`src/rtl/pc_unit_if.sv`:
```
// Fetch/redirect/trap signal bundle for pc_unit.
// master: the PC unit itself; slave: fetch plus execute/CSR logic.
interface pc_unit_if #(
  parameter int unsigned WIDTH = 32
);
  logic             i_fetch_ready;
  logic             i_redirect_valid;
  logic [WIDTH-1:0] i_redirect_target;
  logic             i_trap;
  logic             i_mret;
  logic [WIDTH-1:0] o_pc;
  logic             o_pc_valid;
  logic [WIDTH-1:0] o_epc;
  logic             o_misaligned;
  logic [WIDTH-1:0] o_bad_addr;

  modport master (
    input  i_fetch_ready, i_redirect_valid, i_redirect_target, i_trap, i_mret,
    output o_pc, o_pc_valid, o_epc, o_misaligned, o_bad_addr
  );

  modport slave (
    output i_fetch_ready, i_redirect_valid, i_redirect_target, i_trap, i_mret,
    input  o_pc, o_pc_valid, o_epc, o_misaligned, o_bad_addr
  );
endinterface

```
`src/rtl/pc_unit.sv`:
```
// Program-counter unit: boot delay, fetch handshake, redirect with alignment
// check, trap entry with EPC capture and mret.
module pc_unit #(
  parameter int unsigned      WIDTH        = 32,
  parameter logic [WIDTH-1:0] RESET_VECTOR = '0,
  parameter logic [WIDTH-1:0] TRAP_VECTOR  = WIDTH'(32'h0000_0100),
  parameter int unsigned      BOOT_DELAY   = 2,
  parameter int unsigned      IALIGN       = 32
) (
  input  logic      clk,
  input  logic      rst_n,
  pc_unit_if.master bus
);

  localparam logic [0:0] ST_BOOT = 1'b0;
  localparam logic [0:0] ST_RUN  = 1'b1;
  localparam logic [3:0] BOOT_LAST = 4'(BOOT_DELAY - 1);

  logic [0:0]       r_state;
  logic [3:0]       r_boot_cnt;
  logic [WIDTH-1:0] r_pc;
  logic [WIDTH-1:0] r_epc;
  logic             r_misaligned;
  logic [WIDTH-1:0] r_bad_addr;
  logic             w_misaligned;

  // Only the low bits matter; the +4 path is never checked.
  assign w_misaligned = (IALIGN == 16) ? bus.i_redirect_target[0]
                                       : |bus.i_redirect_target[1:0];

  always_ff @(posedge clk or negedge rst_n) begin
    if (!rst_n) begin
      r_state      <= ST_BOOT;
      r_boot_cnt   <= '0;
      r_pc         <= RESET_VECTOR;
      r_epc        <= '0;
      r_misaligned <= 1'b0;
      r_bad_addr   <= '0;
    end else begin
      r_misaligned <= 1'b0;
      case (r_state)
        ST_BOOT: begin
          r_boot_cnt <= r_boot_cnt + 4'd1;
          if (r_boot_cnt == BOOT_LAST) begin
            r_state <= ST_RUN;
          end
        end
        ST_RUN: begin
          if (bus.i_trap) begin
            r_epc <= r_pc;
            r_pc  <= TRAP_VECTOR;
          end else if (bus.i_mret) begin
            r_pc <= r_epc;
          end else if (bus.i_redirect_valid) begin
            if (w_misaligned) begin
              r_misaligned <= 1'b1;
              r_bad_addr   <= bus.i_redirect_target;
            end else begin
              r_pc <= bus.i_redirect_target;
            end
          end else if (bus.i_fetch_ready) begin
            r_pc <= r_pc + WIDTH'(4);
          end
        end
        default: r_state <= ST_BOOT;
      endcase
    end
  end

  assign bus.o_pc         = r_pc;
  assign bus.o_pc_valid   = (r_state == ST_RUN);
  assign bus.o_epc        = r_epc;
  assign bus.o_misaligned = r_misaligned;
  assign bus.o_bad_addr   = r_bad_addr;

endmodule

```
`src/flat_wrapper.sv`:
```
// flat-port wrapper written by rule: the top's interface ports become plain ports
module pc_unit_flat 
#(
  parameter int unsigned      WIDTH        = 32,
  parameter logic [WIDTH-1:0] RESET_VECTOR = '0,
  parameter logic [WIDTH-1:0] TRAP_VECTOR  = WIDTH'(32'h0000_0100),
  parameter int unsigned      BOOT_DELAY   = 2,
  parameter int unsigned      IALIGN       = 32
)
  (clk, rst_n, bus_i_fetch_ready, bus_i_redirect_valid, bus_i_redirect_target, bus_i_trap, bus_i_mret, bus_o_pc, bus_o_pc_valid, bus_o_epc, bus_o_misaligned, bus_o_bad_addr);
  pc_unit_if #(.WIDTH(WIDTH)) bus_i ();
  input  logic clk;
  input  logic rst_n;
  input wire logic [$bits(bus_i.i_fetch_ready)-1:0] bus_i_fetch_ready;
  input wire logic [$bits(bus_i.i_redirect_valid)-1:0] bus_i_redirect_valid;
  input wire logic [$bits(bus_i.i_redirect_target)-1:0] bus_i_redirect_target;
  input wire logic [$bits(bus_i.i_trap)-1:0] bus_i_trap;
  input wire logic [$bits(bus_i.i_mret)-1:0] bus_i_mret;
  output wire logic [$bits(bus_i.o_pc)-1:0] bus_o_pc;
  output wire logic [$bits(bus_i.o_pc_valid)-1:0] bus_o_pc_valid;
  output wire logic [$bits(bus_i.o_epc)-1:0] bus_o_epc;
  output wire logic [$bits(bus_i.o_misaligned)-1:0] bus_o_misaligned;
  output wire logic [$bits(bus_i.o_bad_addr)-1:0] bus_o_bad_addr;
  assign bus_i.i_fetch_ready = bus_i_fetch_ready;
  assign bus_i.i_redirect_valid = bus_i_redirect_valid;
  assign bus_i.i_redirect_target = bus_i_redirect_target;
  assign bus_i.i_trap = bus_i_trap;
  assign bus_i.i_mret = bus_i_mret;
  assign bus_o_pc = bus_i.o_pc;
  assign bus_o_pc_valid = bus_i.o_pc_valid;
  assign bus_o_epc = bus_i.o_epc;
  assign bus_o_misaligned = bus_i.o_misaligned;
  assign bus_o_bad_addr = bus_i.o_bad_addr;
  pc_unit #(.WIDTH(WIDTH), .RESET_VECTOR(RESET_VECTOR), .TRAP_VECTOR(TRAP_VECTOR), .BOOT_DELAY(BOOT_DELAY), .IALIGN(IALIGN)) u_core (.clk(clk), .rst_n(rst_n), .bus(bus_i));
endmodule
```
`config.mk`:
```
export PLATFORM = sky130hd
export DESIGN_NAME = pc_unit_flat
export DESIGN_NICKNAME = d
export VERILOG_FILES = /design/src/rtl/pc_unit_if.sv /design/src/rtl/pc_unit.sv /design/src/flat_wrapper.sv
export SDC_FILE = /design/constraint.sdc
export NUM_CORES = 1
export LEC_CHECK = 0
export CORE_UTILIZATION = 53
export CTS_CLUSTER_DIAMETER = 120
export DETAILED_ROUTE_END_ITERATION = 6
export PLACE_DENSITY = 0.86
export SLEW_MARGIN = 20
export SYNTH_ARGS = -nofsm -noshare
export SYNTH_HDL_FRONTEND = slang
export SYNTH_SLANG_ARGS = --single-unit
```
`constraint.sdc`:
```
create_clock -name clk -period 3.75 [get_ports clk]
set_clock_uncertainty 0.1 [all_clocks]
set_input_delay 0.75 -clock clk [delete_from_list [all_inputs] [get_ports clk]]
set_output_delay 0.75 -clock clk [all_outputs]
set_load 0.005 [all_outputs]
```
; ---- After elaboration in Yosys (flattened, before gate mapping)
; Cells that the tools add are included.
[classes]
addsub = 2
n_eq_ne = 2
mux = 12
bitwise = 2
reduce_logical = 5
[ops]
columns = cell, n
row1 = 32-bit two-way mux, 5
row2 = 32-bit by 3-bit adder with 32-bit output (second input constant), 1
row3 = 1-bit two-way mux, 7
row4 = 5-bit AND reduction, 1
row5 = 4-bit by 1-bit adder with 4-bit output (second input constant), 1
row6 = 4-bit by 1-bit equality test with 1-bit output (second input constant), 1
row7 = 4-bit != test (second input constant), 1
row8 = 4-bit nonzero test, 1
row9 = 3-bit AND reduction, 1
row10 = 1-bit NOT, 2
row11 = 2-bit AND reduction, 1
row12 = 2-bit OR reduction, 1
[word_totals]
register_bits = 102
inputBits = 38
out_inout_bits = 98
wordCells = 29

; ---- Logic depth before layout (Yosys ltp)
[depth]
depth_word = 6
mapped_depth = 8
ltp_nobuf = 6

; ---- Worst setup path before layout
; No wires, ideal clock.
[synth_path]
kind = input port to flip-flop
from = in bus_i_trap
to = reg u_core.r_pc[22] (netlist: u_core.bus.o_pc[22])
setup_ns = 0.138
arrival_ns = 2.151
required_ns = 3.512
setup_slack_ns = 1.361
path_stages = 7
n_path_buf = 2
path_cell_list = or2_2 > clkbuf_1 > o31ai_2 > clkbuf_1 > nor3_1 > a21oi_1 > o211ai_1
[synth_between]
elab_chain_len = 2
word_cells_on_any_way = 4
classes_between = eq/ne: 1 / mux: 1 / reduce/logical: 2
[synth_lines]
columns = element, line_no
row1 = "start, declared", flat_wrapper.sv:17  ; input wire logic [$bits(bus_i.i_trap)-1:0] bus_i_trap;
row2 = 4-bit != test (no line) / 4-bit nonzero test (equally long branches), --
row3 = 3-bit AND reduction (no line), --
row4 = "end signal, assigned", pc_unit.sv:53  ; r_pc <= r_epc;
row5 = "end signal, assigned", pc_unit.sv:59  ; r_pc <= bus.i_redirect_target;
row6 = "end signal, assigned", pc_unit.sv:62  ; r_pc <= r_pc + WIDTH'(4);
row7 = "end, declared", pc_unit.sv:21  ; logic [WIDTH-1:0] r_pc;
; Parallel ways exist; a longest one is shown, timed or not.
; A chain may end at the register's enable or synchronous reset.

; ---- Worst setup path in the final report
[layout_path]
from = in bus_i_redirect_target[1]
to = reg u_core.r_pc[10] (netlist: u_core.bus.o_pc[10])
[layout_between]
elab_chain_len = 3
[layout_lines]
columns = element, line_no
row1 = "start, declared", flat_wrapper.sv:16  ; input wire logic [$bits(bus_i.i_redirect_target)-1:0] bus_i_redirect_target;
row2 = 2-bit OR reduction, pc_unit.sv:29  ; : |bus.i_redirect_target[1:0];
row3 = 4-bit != test (no line), --
row4 = 3-bit AND reduction (no line), --
; No other way between the ends.

==> metrics.csv <==
stage,metric,value,unit
routing,initial DRC count,309,
cts,clock sink count,102,
place,HPWL after detailed placement,9.96,mm
die,Initial Util,0.554,
place,Port Buffer Count,135,
worst_setup_path,slowest CP cell,nor2_1,
synth,Post-synth ARST share,1.00,
worst_setup_path,r2r startpoint,u_core.bus.o_pc[2],
global_route,initial antenna violation count,0,
place,Placed Area,6610,µm²
synth,Syn Area/Cell,10.7,µm²
cts,Skew-Pair Late Insertion Delay,0.36,ns
place,RD Place Congestion,0.866,
global_route,total track usage,0.287,
sta,final period utilization,0.761,
worst_hold_path,Worst Hold Class,primary input to asynchronous set/reset pin,
routing,post-route ant nets,0,
global_route,largest net degree at the start of global routing,91,
die,row cnt,35,
global_route,number of global-route vias before repair,4474,
worst_setup_path,"Cell Chain, Critical Path",clkdlybuf4s50_1 -> nor3b_1 -> o31ai_4 -> nor2_1 -> o21ai_0 -> o21ai_0,
die,CORE AREA,9330,µm²
cts,CTS buffer count,9,
worst_setup_path,R2R Setup Slk,1.16,ns
cts,TritonCTS clock tree,built,
sta,Hold WS,0.348,ns
synth,synth cell count leaders,"dfrtp_1, mux2_2, o21ai_0, a21oi_1, nand2_1",
final_layout,antenna diode count,0,
routing,Via Count,4579,
cts,CTS Hold Bufs,0,
power,Worst VDD drop,0.225,mV
worst_setup_path,Max Fanout on Critical Path,12,
global_route,GRT overflow,0,
cts,Clk Tree Root Cell,clkbuf_8,
sta,Final min period,2.85,ns
cts,H-tree level count,3,
sta,RSZ-0062 raised after global routing,no,
power,power density over the cells,395,nW/µm²
synth,Yosys top cell area share,0.494,
cts,clk slew on worst S/H paths,0.09,ns
synth,leading cell type by number of instances after synthesis,dfrtp_1,
worst_setup_path,Worst EP arrival,3.04,ns
sta,"Hold Vio Cnt, Final",0,
sta,Slew @ Worst Pin,0.934,ns
global_route,first-pass GRT wire length,22.5,mm
die,die width,101,µm
die,Die Ht,101,µm
synth,Post-synth EDFFs,0,
worst_setup_path,Worst Setup SP,bus_i_redirect_target[1],
worst_setup_path,CP Class,primary input to flop,
sta,Slew HR,0.375,
routing,DRC,0,
worst_setup_path,CP dominant cell by count,o21ai_0,
worst_setup_path,CP required,3.93,ns
die,Boundary Pins,136,
worst_setup_path,largest delay contributor family on the critical path,simple AND/OR/NAND/NOR gates,
sta,Slew Limit Fails,0,
synth,Area contributors post-synth,"dfrtp_1, mux2_2, o21ai_0, a21oi_1, nand2_1",
synth,Synth Flop Type,dfrtp_1,
run_status,status,finished clean,
synth,"area leader, netlist",dfrtp_1,
final_layout,Util after Layout,0.729,
run,max cap viols,0,
worst_setup_path,WP depth,6,
sta,setup violators final,0,
final_layout,filler cell count,661,
worst_setup_path,critical path's largest stage delay,0.73,ns
final_layout,Final nets,646,
power,Leak,2.79,nW
final_layout,synthesis-to-finish area growth,31.6,%
worst_setup_path,crit start category,primary input,
die,Die ar.,10200,µm²
synth,Netlist cell types,59,
synth,Mapped Area,5170,µm²
worst_setup_path,CP Capture Type,flop,
final_layout,layout cells sized above 1,0.171,
worst_setup_path,FF-to-FF End,u_core.bus.o_pc[28],
routing,DR WL/cell,19.5,µm
synth,Syn Inst Count,481,
final_layout,final instance area,6800,µm²
worst_setup_path,R2R depth,6,
synth,Ys Warns,0,
synth,Yosys reg bits,102,
synth,post-synthesis sequential area ratio,0.494,
sta,maximum clock frequency,350,MHz
synth,Post-Syn Nets,522,
cts,clk buf depth,2,
routing,overall routed net length,14.4,mm
cts,post-CTS sizing,0,
routing,via/cell ratio,6.20,
sta,post-route setup TNS,0,ns
worst_setup_path,Buffers & Inverters on Critical Path,1,
routing,DRT Pass-1 Iters,5,
cts,Post-CTS Setup Repair Bufs,0,
==> kinds of logic (layout without fill, tap and decap cells) <==
logic type,count (synthesis),count (layout),synth area share
flip-flops,102,102,0.494
AO/OA/AOI/OAI,129,129,0.165
AND/OR/NAND/NOR,128,128,0.133
XOR/XNOR,11,11,0.0186
multiplexers,64,64,0.139
adder cells (fa/ha/maj),3,3,0.00726
buffers and inverters,44,172,0.0436
==> through the flow <==
| stage | setup WS [ns] | instances | power [mW] |
|---|---|---|---|
| 3_3_place_gp | 0.667 | 723 | 1.99 |
| 2_1_floorplan | 1.36 | 481 | 1.60 |
| 6_report | 0.895 | 738 | 2.69 |
| 5_1_grt | 0.720 | 738 | 2.80 |
| 3_5_place_dp | 0.525 | 723 | 2.02 |
| 4_1_cts | 0.891 | 738 | 2.69 |
==> flip-flops by register name, indices dropped and copies added, names as in the netlist <==
name	flops
u_core.bus.o_pc	32
u_core.bus.o_misaligned	1
u_core.bus.o_pc_valid	1
u_core.bus.o_bad_addr	32
u_core.bus.o_epc	32
u_core.r_boot_cnt	4
==> layout make-up <==
type | instances | area [µm²] | share of cell area
clock inverter | 5 | 60.1 | 0.00883
clock buffer | 10 | 128 | 0.0188
timing repair buffer | 147 | 1460 | 0.214
sequential | 102 | 2550 | 0.375
inverter | 10 | 37.5 | 0.00552
multi-input combinational | 335 | 2410 | 0.354
tap | 129 | 161 | 0.0237
==> where the power goes <==
group          internal [mW]  switching, mW  total [mW]
clock network          0.308          0.376       0.684
registers               1.23          0.129        1.36
logic                  0.408          0.235       0.643
==> how the worst max path moves through the flow <==
stage,endpoint,slack (ns)
floorplan,u_core.bus.o_pc[22],1.36
global placement,u_core.bus.o_pc[9],0.67
detailed placement,u_core.bus.o_pc[10],0.53
CTS,u_core.bus.o_pc[9],0.89
global route,u_core.bus.o_pc[9],0.72
finish,u_core.bus.o_pc[10],0.90
==> metal layers <==
metal | global-route usage | vias up | share of wire
met4 | 0.137 | 0 | 0.024
met2 | 0.462 | 288 | 0.48
met5 | 0 | - | 0
li1 | - | 2026 | -
met1 | 0.384 | 2232 | 0.42
met3 | 0.0437 | 33 | 0.079
==> placed cells by master, fill, tap and decap left out, types with 11 or more instances in the layout <==
cell / n
dfrtp_1: 102
buf_4: 11
o21ai_0: 35
nor2_1: 24
clkdlybuf4s50_1: 134
a21oi_1: 31
nand3_1: 14
nand2_1: 28
mux2_2: 61
(Power assumes the default switching activity.)
